`src/rtl/dcache_flush_pkg.sv`:
```
// Shared types for the dcache flush sequencer: cache geometry config, walk states
// and the terminal-line predicate used by the set/way counter.
package dcache_flush_pkg;

  typedef struct packed {
    int unsigned DCACHE_NUM_WORDS;
    int unsigned DCACHE_SET_ASSOC;
    int unsigned DCACHE_SET_ASSOC_WIDTH;
    bit          DcacheInvalidateOnFlush;
  } flush_cfg_t;

  // 32 KiB, 8-way, 128-bit lines
  localparam flush_cfg_t DcacheFlushCfgDefault = '{
    DCACHE_NUM_WORDS:        32'd256,
    DCACHE_SET_ASSOC:        32'd8,
    DCACHE_SET_ASSOC_WIDTH:  32'd3,
    DcacheInvalidateOnFlush: 1'b1
  };

  typedef enum logic [2:0] {
    INIT,
    IDLE,
    RD_REQ,
    RD_WAIT,
    WB_REQ,
    WB_WAIT,
    WR,
    ACK
  } flush_state_e;

  function automatic logic last_line(input int idx, input int way, input int nw, input int na);
    return (idx == nw - 1) && (way == na - 1);
  endfunction

endpackage

```
`src/rtl/flush_walk_cnt.sv`:
```
// Set/way walk counter: way is the fast-moving digit, terminal flags are evaluated
// on the current value so the owner can stop before any wrap past the last set.
module flush_walk_cnt
  import dcache_flush_pkg::*;
#(
  parameter int NW   = 256,
  parameter int NA   = 8,
  parameter int IdxW = 8,
  parameter int WayW = 3
) (
  input  logic            clk_i,
  input  logic            rst_i,
  input  logic            clr_i,
  input  logic            inc_idx_i,
  input  logic            inc_way_i,
  output logic [IdxW-1:0] idx_o,
  output logic [WayW-1:0] way_o,
  output logic            idx_last_o,
  output logic            last_o
);

  logic [IdxW-1:0] idx_q;
  logic [WayW-1:0] way_q;

  always_ff @(posedge clk_i) begin
    if (rst_i || clr_i) begin
      idx_q <= '0;
      way_q <= '0;
    end else if (inc_idx_i) begin
      idx_q <= idx_q + IdxW'(1);
    end else if (inc_way_i) begin
      if (way_q == WayW'(NA - 1)) begin
        way_q <= '0;
        idx_q <= idx_q + IdxW'(1);
      end else begin
        way_q <= way_q + WayW'(1);
      end
    end
  end

  assign idx_o      = idx_q;
  assign way_o      = way_q;
  assign idx_last_o = (idx_q == IdxW'(NW - 1));
  assign last_o     = last_line(int'(idx_q), int'(way_q), NW, NA);

endmodule

```
`src/rtl/dcache_flush_seq.sv`:
```
// Dcache flush sequencer: invalidates the tag/state array after reset and, on a
// flush request, writes back dirty lines and clears state for every set and way.
module dcache_flush_seq
  import dcache_flush_pkg::*;
#(
  parameter flush_cfg_t CVA6Cfg = DcacheFlushCfgDefault,
  localparam int NW   = int'(CVA6Cfg.DCACHE_NUM_WORDS),
  localparam int NA   = int'(CVA6Cfg.DCACHE_SET_ASSOC),
  localparam int IdxW = $clog2(NW),
  localparam int WayW = int'(CVA6Cfg.DCACHE_SET_ASSOC_WIDTH)
) (
  input  logic            clk_i,
  input  logic            rst_i,
  input  logic            flush_i,
  output logic            flush_ack_o,
  output logic            busy_o,
  output logic            sram_req_o,
  output logic            sram_we_o,
  output logic [IdxW-1:0] sram_idx_o,
  output logic [NA-1:0]   sram_way_o,
  input  logic            sram_gnt_i,
  input  logic            sram_rvalid_i,
  input  logic            sram_valid_i,
  input  logic            sram_dirty_i,
  output logic            sram_wvalid_o,
  output logic            sram_wdirty_o,
  output logic            wb_req_o,
  output logic [IdxW-1:0] wb_idx_o,
  output logic [WayW-1:0] wb_way_o,
  input  logic            wb_gnt_i,
  input  logic            wb_done_i
);

  localparam bit INV = CVA6Cfg.DcacheInvalidateOnFlush;

  flush_state_e    state_q, state_d;
  logic            valid_q, valid_d;
  logic            cnt_clr, cnt_inc_idx, cnt_inc_way, step;
  logic [IdxW-1:0] idx;
  logic [WayW-1:0] way;
  logic            idx_last, last;

  flush_walk_cnt #(
    .NW  (NW),
    .NA  (NA),
    .IdxW(IdxW),
    .WayW(WayW)
  ) u_cnt (
    .clk_i     (clk_i),
    .rst_i     (rst_i),
    .clr_i     (cnt_clr),
    .inc_idx_i (cnt_inc_idx),
    .inc_way_i (cnt_inc_way),
    .idx_o     (idx),
    .way_o     (way),
    .idx_last_o(idx_last),
    .last_o    (last)
  );

  always_comb begin
    state_d     = state_q;
    valid_d     = valid_q;
    cnt_clr     = 1'b0;
    cnt_inc_idx = 1'b0;
    cnt_inc_way = 1'b0;
    step        = 1'b0;
    case (state_q)
      INIT: begin
        if (sram_gnt_i) begin
          if (idx_last) begin
            state_d = IDLE;
            cnt_clr = 1'b1;
          end else begin
            cnt_inc_idx = 1'b1;
          end
        end
      end
      IDLE: begin
        if (flush_i) begin
          state_d = RD_REQ;
          cnt_clr = 1'b1;
        end
      end
      RD_REQ:  if (sram_gnt_i) state_d = RD_WAIT;
      RD_WAIT: begin
        if (sram_rvalid_i) begin
          valid_d = sram_valid_i;
          if (sram_valid_i && sram_dirty_i) state_d = WB_REQ;
          else if (sram_valid_i && INV)     state_d = WR;
          else                              step    = 1'b1;
        end
      end
      WB_REQ:  if (wb_gnt_i) state_d = WB_WAIT;
      WB_WAIT: if (wb_done_i) state_d = WR;
      WR:      if (sram_gnt_i) step = 1'b1;
      ACK:     state_d = IDLE;
      default: state_d = INIT;
    endcase
    // Advancing to the next line folds into the transition; no dedicated cycle.
    if (step) begin
      if (last) begin
        state_d = ACK;
      end else begin
        state_d     = RD_REQ;
        cnt_inc_way = 1'b1;
      end
    end
  end

  always_ff @(posedge clk_i) begin
    if (rst_i) begin
      state_q <= INIT;
      valid_q <= 1'b0;
    end else begin
      state_q <= state_d;
      valid_q <= valid_d;
    end
  end

  // Outputs decode only the registered state and counters.
  always_comb begin
    sram_req_o    = 1'b0;
    sram_we_o     = 1'b0;
    sram_way_o    = '0;
    sram_wvalid_o = 1'b0;
    sram_wdirty_o = 1'b0;
    case (state_q)
      INIT: begin
        sram_req_o = 1'b1;
        sram_we_o  = 1'b1;
        sram_way_o = '1;
      end
      RD_REQ: begin
        sram_req_o = 1'b1;
        sram_way_o = NA'(1) << way;
      end
      WR: begin
        sram_req_o    = 1'b1;
        sram_we_o     = 1'b1;
        sram_way_o    = NA'(1) << way;
        sram_wvalid_o = INV ? 1'b0 : valid_q;
      end
      default: ;
    endcase
  end

  assign sram_idx_o  = idx;
  assign wb_req_o    = (state_q == WB_REQ);
  assign wb_idx_o    = idx;
  assign wb_way_o    = way;
  assign busy_o      = (state_q != IDLE);
  assign flush_ack_o = (state_q == ACK);

endmodule

```
`config.mk`:
```
export PLATFORM = sky130hd
export DESIGN_NAME = dcache_flush_seq
export DESIGN_NICKNAME = d
export VERILOG_FILES = /design/src/rtl/dcache_flush_pkg.sv /design/src/rtl/flush_walk_cnt.sv /design/src/rtl/dcache_flush_seq.sv
export SDC_FILE = /design/constraint.sdc
export NUM_CORES = 1
export LEC_CHECK = 0
export ABC_AREA = 1
export BUFFER_PORTS_ARGS = -buffer_cell sky130_fd_sc_hd__buf_4
export CORE_MARGIN = 4
export CORE_UTILIZATION = 52
export CTS_CLUSTER_SIZE = 40
export DETAILED_ROUTE_END_ITERATION = 10
export PLACE_DENSITY = 0.8
export SKIP_CTS_REPAIR_TIMING = 1
export SYNTH_ARGS = -nofsm -noshare
export SYNTH_HDL_FRONTEND = slang
export SYNTH_SLANG_ARGS = --single-unit
```
`constraint.sdc`:
```
create_clock -name clk_i -period 2.8 [get_ports clk_i]
set_clock_uncertainty 0.05 [all_clocks]
set_input_delay 0.56 -clock clk_i [delete_from_list [all_inputs] [get_ports clk_i]]
set_output_delay 0.56 -clock clk_i [all_outputs]
set_load 0.02 [all_outputs]
```
==> summary.md <==
| Metric | Value |
|---|---|
| Status | complete, no violations |
| Initial DRC count | 24 |
| Skew-Pair Late Insertion Delay | 0.27 ns |
| I/O pin total | 43 |
| Initial antenna violation count | 0 |
| WL final | 2630 um |
| Placeable Area | 2020 um2 |
| Post-DP HPWL | 2120 um |
| Int Power | 0.583 mW |
| Final Hold Fails | 0 |
| Post-Syn Instances | 173 |
| Starting density of the core | 56.2% |
| Comb power frac | 64.1% |
| Placer Congestion | 0.827 |
| CP Data Required Time | 2.19 ns |
| Fillers | 170 |
| Vias in the first global route | 1021 |
| Num rows | 16 |
| Critical path arrival | 1.64 ns |
| Htree depth | 1 |
| Pwr Density | 816 nW/um2 |
| Die height | 54.7 um |
| Leakage | 0.672 nW |
| Switching share of power | 49.5% |
| TritonCTS clock tree | yes |
| Total power | 1.15 mW |
| Global-route wire length before repair | 4280 um |
| Syn_area_per_cell | 6.57 um2 |
| Seq cells post-synth | 14 |
| Final min period | 2.25 ns |
| Maxcap violations | 0 |
| CP Capture Type | output pin |
| Tcrit/Tclk final | 80.3% |
| VDD IR max | 0.678 mV |
| Detailed Routing Iterations Pass 1 | 4 |
| Die Width | 54.7 um |
| Switching pwr | 0.571 mW |
| RSZ-0062 raised after global routing | no |
| Finish-stage setup viols | 0 |
| Slew headroom | 65.5% |
| Setup Crit Path Kind | reg -> out |
| Slew @ Worst Pin | 0.515 ns |
| Fraction of layout cells with a size suffix above 1 | 27.3% |
| Final core occ | 69.9% |
| DIE AREA | 3000 um2 |
| Residual DRC | 0 |
| CP startpoint kind | flip-flop |
| Worst min path class | reg -> reg |
| Layout area overhead | 24.4% |
| DP Area | 1380 um2 |
| All-Layer GR Usage | 19.4% |
| Sequential share of the synthesized area | 24.7% |
| Via Count | 1177 |
| Reg power frac | 23.7% |
| Crit-path max FO | 11 |
| Synth cell types | 24 |
| N_diodes | 0 |
| Final instance area | 1410 um2 |
| Post-DRT Antenna Nets | 0 |
| Port bufs | 40 |
| Synth Warn # | 0 |
| Mapped Area | 1140 um2 |
| WL per Instance | 11.3 um |
| Clk buf depth | 2 |
| Max Clk Rate | 0.445 GHz |
| CTS buffer count | 3 |
| Largest net degree at the start of global routing | 13 |
| Clock slew at reported path FFs | 0.08 ns |
| Sink Count | 14 |
| Clock power share | 12.3% |
| Final Max Tran Viols | 0 |
| GRT overflow | 0 |
| Drt via density | 5.07 |
| Fin nets | 222 |
| Setup TNS | 0 ns |
| Root buf cell | clkbuf_4 |
power groups by stage:
stage	Sequential [mW]	Clock (mW)	Combinational [mW]
floorplan	0.270	0	0.504
global placement	0.275	0	0.727
detailed placement	0.277	0	0.740
CTS	0.272	0.143	0.742
global route	0.279	0.152	0.802
finish	0.273	0.141	0.739
path summary, 6_finish.rpt:
check	startpoint	endpoint	slack [ns]	cells past startpoint
worst min register to register	u_cnt.idx_o[5]	u_cnt.idx_o[5]	0.50	2
worst min-delay path	u_cnt.idx_o[5]	u_cnt.idx_o[5]	0.50	2
worst max register to register	state_q[2]	u_cnt.idx_o[0]	0.87	6
worst max-delay path	state_q[1]	sram_way_o[1]	0.55	4
registers in the layout (all words and copies together) (netlist names):
name	count
u_cnt.way_o	3
u_cnt.idx_o	8
state_q	3
Yosys cell counts:
cell type / instances / area (um2)
dfxtp_1: 14 / 280
nand3b_1: 1 / 7.51
conb_1: 1 / 3.75
ha_1: 7 / 87.6
buf_6: 1 / 11.3
o21ai_0: 9 / 45.0
nand3_1: 16 / 80.1
buf_4: 10 / 75.1
nand2_2: 3 / 18.8
nor2_1: 20 / 75.1
inv_2: 2 / 7.51
nor2_4: 1 / 11.3
nand2_4: 2 / 22.5
nand3_4: 1 / 17.5
nor3_1: 3 / 15.0
inv_1: 19 / 71.3
nor2_2: 2 / 12.5
a21oi_1: 19 / 95.1
nand4_2: 1 / 12.5
xor2_1: 1 / 8.76
o31ai_1: 6 / 45.0
buf_2: 2 / 10.0
nand2_1: 30 / 113
o21ai_1: 2 / 10.0
cell type report:
class	instances	area, um2	share of cell area [%]
multi-input combinational	126	684	48.4
sequential	14	280	19.8
clock buffer	4	36.3	2.57
tap	27	33.8	2.39
timing repair buffer	40	300	21.2
inverter	21	78.8	5.58
cells by family (layout without fill, tap and decap cells):
kind of cell    count (synthesis)  after routing  share of synthesized area, %
buf+inv                        34             65                          15.4
other cells                     1              2                         0.330
flops                          14             14                          24.7
simple gates                   80             80                          33.9
fa+ha+maj                       7              7                          7.71
compound gates                 36             36                          17.2
xor+xnor                        1              1                         0.771
placed cells by master, fill, tap and decap left out, drive strengths merged, types with 2 or more instances in the layout:
master	netlist	final
o21ai	11	11
buf	13	40
inv	21	21
nor2	23	23
nor3	3	3
clkbuf	0	4
a21oi	19	19
nand3	17	17
ha	7	7
nand2	35	35
dfxtp	14	14
conb	1	2
o31ai	6	6
stage by stage:
stage / std cells / hold slack [ns] / worst slack, ns
after global routing: 232 / 0.511 / 0.430
after floorplan: 174 / 0.545 / 0.715
after detailed placement: 228 / 0.484 / 0.889
after CTS: 232 / 0.497 / 0.579
after global placement: 228 / 0.481 / 0.970
final: 232 / 0.496 / 0.551
metal layers:
layer  vias to the layer above  part of all wire (%)  global-route usage (%)  wire, um
li1                        620                     -                       -         -
met1                       523                    42                    22.4      1110
met2                        30                    51                    34.3      1350
met3                         4                   5.3                    5.99       139
met4                         0                   1.1                    4.56        29
met5                         -                     0                       0         0
critical path: stages, from the launching register on:
cell,delay (ns)
dfxtp_1,0.38
nor2_1,0.32
nand2_1,0.29
o31ai_1,0.17
buf_4,0.20
(Power assumes the default switching activity.)
